[config.mk]
export PLATFORM = sky130hd
export DESIGN_NAME = imm_encoder
export DESIGN_NICKNAME = d
export VERILOG_FILES = /design/src/rtl/imm_encoder.sv
export SDC_FILE = /design/constraint.sdc
export NUM_CORES = 1
export LEC_CHECK = 0
export BUFFER_PORTS_ARGS = -buffer_cell sky130_fd_sc_hd__buf_2
export CAP_MARGIN = 20
export CORE_MARGIN = 2
export CORE_UTILIZATION = 40
export DETAILED_ROUTE_END_ITERATION = 10
export PLACE_DENSITY = 0.62
export SLEW_MARGIN = 20
export SYNTH_ARGS = -nofsm -noshare
export SYNTH_HDL_FRONTEND = slang
export SYNTH_SLANG_ARGS = --single-unit
export TNS_END_PERCENT = 10
[constraint.sdc]
create_clock -name clk -period 3.3 [get_ports clk]
set_clock_uncertainty 0.05 [all_clocks]
set_input_delay 0.165 -clock clk [delete_from_list [all_inputs] [get_ports clk]]
set_output_delay 0.165 -clock clk [all_outputs]
set_load 0.02 [all_outputs]
[src/rtl/imm_encoder.sv]
// imm_encoder: packs a two's-complement immediate into a 16-bit instruction
// template according to the opcode in bits [2:0], and queues the result in a
// 2-entry output FIFO with valid/ready handshakes on both sides.
// Optional feature: define IMM_RANGE_CHECK_EN to enable immediate range
// checking (out_range_err, err_count, err_sticky). Without it, immediates are
// silently truncated and those outputs are tied to 0.
module imm_encoder #(
  parameter int unsigned CNT_W = 16
) (
  input  logic             clk,
  input  logic             reset,
  input  logic             in_valid,
  output logic             in_ready,
  input  logic [15:0]      in_fields,
  input  logic [15:0]      in_imm,
  output logic             out_valid,
  input  logic             out_ready,
  output logic [15:0]      out_instr,
  output logic             out_range_err,
  output logic [CNT_W-1:0] enc_count,
  output logic [7:0]       err_count,
  output logic             err_sticky,
  input  logic             clr_err
);

  logic [15:0] enc_word;
  logic        range_err;
  logic        push;
  logic        pop;

  // FIFO storage: {instr, range_err}
  logic [16:0] mem [2];
  logic        wptr;
  logic        rptr;
  logic [1:0]  count;
  logic        live;   // low during reset and until the first clock after it

  // Place the immediate bits into the template according to the opcode
  always_comb begin
    enc_word = in_fields;
    case (in_fields[2:0])
      3'b000: enc_word[15:12] = in_imm[3:0];
      3'b001: begin
        enc_word[15]   = in_imm[5];
        enc_word[13:9] = in_imm[4:0];
      end
      3'b010: enc_word[15:9] = in_imm[6:0];
      3'b011: enc_word = in_fields;
      3'b100, 3'b101: begin
        enc_word[15:12] = in_imm[6:3];
        enc_word[5:3]   = in_imm[2:0];
      end
      3'b110, 3'b111: enc_word[15:6] = in_imm[9:0];
      default: enc_word = in_fields;
    endcase
  end

`ifdef IMM_RANGE_CHECK_EN
  // Immediate fits when every bit above the field's top bit equals that top bit
  always_comb begin
    range_err = 1'b0;
    case (in_fields[2:0])
      3'b000: range_err = ~((&in_imm[15:3]) | ~(|in_imm[15:3]));
      3'b001: range_err = ~((&in_imm[15:5]) | ~(|in_imm[15:5]));
      3'b010: range_err = ~((&in_imm[15:6]) | ~(|in_imm[15:6]));
      3'b011: range_err = |in_imm;
      3'b100, 3'b101: range_err = ~((&in_imm[15:6]) | ~(|in_imm[15:6]));
      3'b110, 3'b111: range_err = ~((&in_imm[15:9]) | ~(|in_imm[15:9]));
      default: range_err = 1'b0;
    endcase
  end

  // Saturating error counter and sticky flag; a same-cycle error wins over clear
  always_ff @(posedge clk or posedge reset) begin
    if (reset) begin
      err_count  <= '0;
      err_sticky <= 1'b0;
    end else if (clr_err) begin
      err_count  <= (push && range_err) ? 8'd1 : 8'd0;
      err_sticky <= push && range_err;
    end else if (push && range_err) begin
      if (err_count != 8'hFF) err_count <= err_count + 8'd1;
      err_sticky <= 1'b1;
    end
  end
`else
  logic unused_inputs;
  assign unused_inputs = ^{clr_err, in_imm[15:10]};
  assign range_err     = 1'b0;
  assign err_count     = '0;
  assign err_sticky    = 1'b0;
`endif

  assign in_ready  = live && (count != 2'd2);
  assign out_valid = (count != 2'd0);
  assign push      = in_valid && in_ready;
  assign pop       = out_valid && out_ready;

  assign out_instr     = out_valid ? mem[rptr][16:1] : '0;
  assign out_range_err = out_valid & mem[rptr][0];

  // FIFO pointers, occupancy and the post-reset enable
  always_ff @(posedge clk or posedge reset) begin
    if (reset) begin
      wptr  <= 1'b0;
      rptr  <= 1'b0;
      count <= 2'd0;
      live  <= 1'b0;
    end else begin
      live <= 1'b1;
      if (push) wptr <= ~wptr;
      if (pop)  rptr <= ~rptr;
      case ({push, pop})
        2'b10:   count <= count + 2'd1;
        2'b01:   count <= count - 2'd1;
        default: count <= count;
      endcase
    end
  end

  // FIFO data; contents are only observed through the out_valid gate
  always_ff @(posedge clk or posedge reset) begin
    if (reset) begin
      mem[0] <= '0;
      mem[1] <= '0;
    end else if (push) begin
      mem[wptr] <= {enc_word, range_err};
    end
  end

  // Accepted-request counter, wraps naturally
  always_ff @(posedge clk or posedge reset) begin
    if (reset) enc_count <= '0;
    else if (push) enc_count <= enc_count + CNT_W'(1);
  end

endmodule

==> results.cfg <==
[timing]
min_period_over_period_pct = 64.0
setup_violations = 0
final_max_slew_viol_count = 0
min_period_ps = 2110
max_freq_mhz = 474
tightest_slew_ps = 1010
finalHoldViolCount = 0
rsz0062_at_grt = no
finalSetupTns_ps = 0
postLayoutSetupSlackWorst_ps = 1190
slew_headroom_pct = 32.3

[finish]
syn_to_final_growth_pct = 15.5
final_nets = 381
drive_above_1_share_pct = 27.1
nFillCells = 679
mostFrequentLayoutCells = buf_2 (63), dfrtp_1 (53), nand2_1 (38), nor2_1 (28), mux2i_1 (25)
antenna-diode-count = 0
final_common_cell = buf_2

[critical_path]
required_ps = 3460
crit_chain = nand2b_1, nand4_1, buf_4, a22o_1
worstSetupPathType = reg2reg
slowest_delay_ps = 680
worstPathArrival_ps = 2270
critPathBufInv = 1
worst_setup_path_end_kind = register
cp_max_fo = 18
slowest_stage = nand4_1
start_kind = register
cp_top_family = simple AND/OR/NAND/NOR gates

[clock_network]
clock_path_buffers = 2
cts.htree.levels = 2
cts.sink_count = 53
insertion_delay_ps = 310
cts_root_buffer = clkbuf_8
clkSlewWorstSetupHoldPaths_ps = 100
cts-buffers-inserted = 5
cts_tree = built

[place]
buffer_ports.inserted = 63
gp_congestion = 0.765
dpl.hpwl_um = 4160
dpl_worst_slack_ps = 1140

[floorplan]
fp-row-count = 30
dieArea_um2 = 7810
initial_core_util_pct = 41.7
io_pins = 81
die_h_um = 88.4
die_w_um = 88.4
core_um2 = 6830

[yosys]
syn_area_per_cell_um2 = 9.99
synth_ff_type = dfrtp_1
synth_top_area_share_pct = 46.6
synth.area.top_cells = dfrtp_1 (47%), mux2i_1 (8.8%), nand2_1 (5.0%), mux2_2 (4.7%), xnor2_1 (4.3%)
synth-edff-count = 0
yosys_warnings = 0
yosysSeqAreaShare_pct = 46.6
ys_async_sr_fraction_pct = 100
synthDistinctLibCells = 40
synthCells = 285
synth_top_area_cell = dfrtp_1
syn_area_um2 = 2850
synth-seq-cells = 53

[route]
via_per_inst = 4.86
drtAntennaViolNets = 0
avgRoutedWirePerCell_um = 13.7
drt-total-wl_um = 6000
drt_iter0_drc = 117
drt_first_pass_iters = 4
drc = 0
num_vias = 2132

[job]
cap_violations = 0

[global_route]
antenna_found_initial = 0
grt_pass1_vias = 1946
overflow = 0
track_usage_pct = 15.8
grt_max_degree = 54
grt_pass1_wl_um = 9550

[power_and_ir_drop]
sw_frac_of_total_pct = 41.6
seq_power_share_pct = 42.2
p_int_mw = 1.53
ir_drop_uv = 477
p_sw_mw = 1.09
pwr-share-clk_pct = 14.5
power_density_nw_per_um2 = 795
leakagePower_nw = 1.63
pwr-share-comb_pct = 43.3

[outcome]
status = finished clean

[hold_path]
hp-class = in2reg
## worst paths after layout
| kind | from | endpoint | slack [ps] | cells past startpoint |
|---|---|---|---|---|
| max | count[0] | mem[10] | 1190 | 4 |
| min | in_fields[8] | mem[9] | 110 | 3 |
| max reg2reg | count[0] | mem[10] | 1190 | 4 |
| min reg2reg | enc_count[15] | enc_count[15] | 420 | 1 |
| max in group asynchronous | reset | enc_count[8] | 2320 | 3 |
| min in group asynchronous | reset | enc_count[15] | 440 | 3 |
## logic make-up (layout without fill, tap and decap cells)
family / count (synthesis) / in the layout / synth area share, %
AND/OR/NAND/NOR: 106 / 106 / 18.8
flip-flops: 53 / 53 / 46.6
multiplexers: 37 / 37 / 13.5
AO/OA/AOI/OAI: 36 / 36 / 8.31
buffers and inverters: 30 / 79 / 5.80
XOR/XNOR: 19 / 19 / 5.85
adder cells (fa/ha/maj): 2 / 2 / 0.879
other: 2 / 11 / 0.264
## metrics by stage
step	utilization [%]	instance area [um2]	hold slack (ps)	power, mW	instances
3_5_place_dp	46.6	3190	262	2.27	430
5_1_grt	48.1	3290	126	2.82	439
6_report	48.1	3290	105	2.61	439
3_3_place_gp	46.6	3180	408	2.24	430
2_1_floorplan	-	2880	311	1.92	294
4_1_cts	48.1	3290	101	2.65	439
## power by group through the flow
stage	clock network [mW]	registers [mW]	logic (mW)
after floorplan	0	1.07	0.856
after global placement	0	1.11	1.13
after detailed placement	0	1.12	1.15
after CTS	0.394	1.11	1.15
after global routing	0.423	1.14	1.25
final	0.379	1.10	1.13
## cell type report
| class | instances | area [um2] | area share, % |
|---|---|---|---|
| Clock buffer | 5 | 68.8 | 2.09 |
| Clock inverter | 3 | 21.3 | 0.647 |
| Inverter | 5 | 21.3 | 0.647 |
| Multi-Input combinational cell | 211 | 1390 | 42.3 |
| Sequential cell | 53 | 1330 | 40.4 |
| Tap cell | 96 | 120 | 3.65 |
| Timing Repair Buffer | 66 | 340 | 10.4 |
## per-layer routing
metal	vias to the layer above	global-route usage (%)	wire length (um)
met5	-	0	0
met4	0	4.96	82
met3	5	2.89	173
met2	39	24.9	2790
met1	1019	22.3	2950
li1	1069	-	-
## worst min-delay path, cell delays in order
cell	delay, ps
buf_2	70
mux2i_1	60
o21ai_0	130
## registers in the layout, summed over array words and instances, names as in the netlist
name and cells:
enc_count 16, wptr 1, live 1, rptr 1, mem 32, count 2
## Yosys cell counts, types with 2 or more instances
master,instances
a21oi_1,4
o31ai_1,5
nand4_1,5
a22o_1,6
and3_1,2
inv_1,5
clkbuf_1,8
nand2_1,38
conb_1,2
buf_2,6
a211oi_1,2
nand2b_1,3
xnor2_1,14
or3_1,2
ha_1,2
mux2i_1,25
nor3b_1,5
buf_4,10
o22a_1,2
o21ai_0,14
nand3b_1,3
nor2_1,28
nor2b_1,2
dfrtp_1,53
or2_2,3
mux2_2,12
xor2_1,5
nand3_1,7
## repair_timing
action / in CTS / in global routing
setup endpoints to repair: 0 / 0
hold endpoints to repair: 53 / 0
gates resized for setup: 0 / 0
buffers inserted: 0 / 0
hold buffers: 1 / 0
Note: power is estimated with default switching activity, not from simulation.
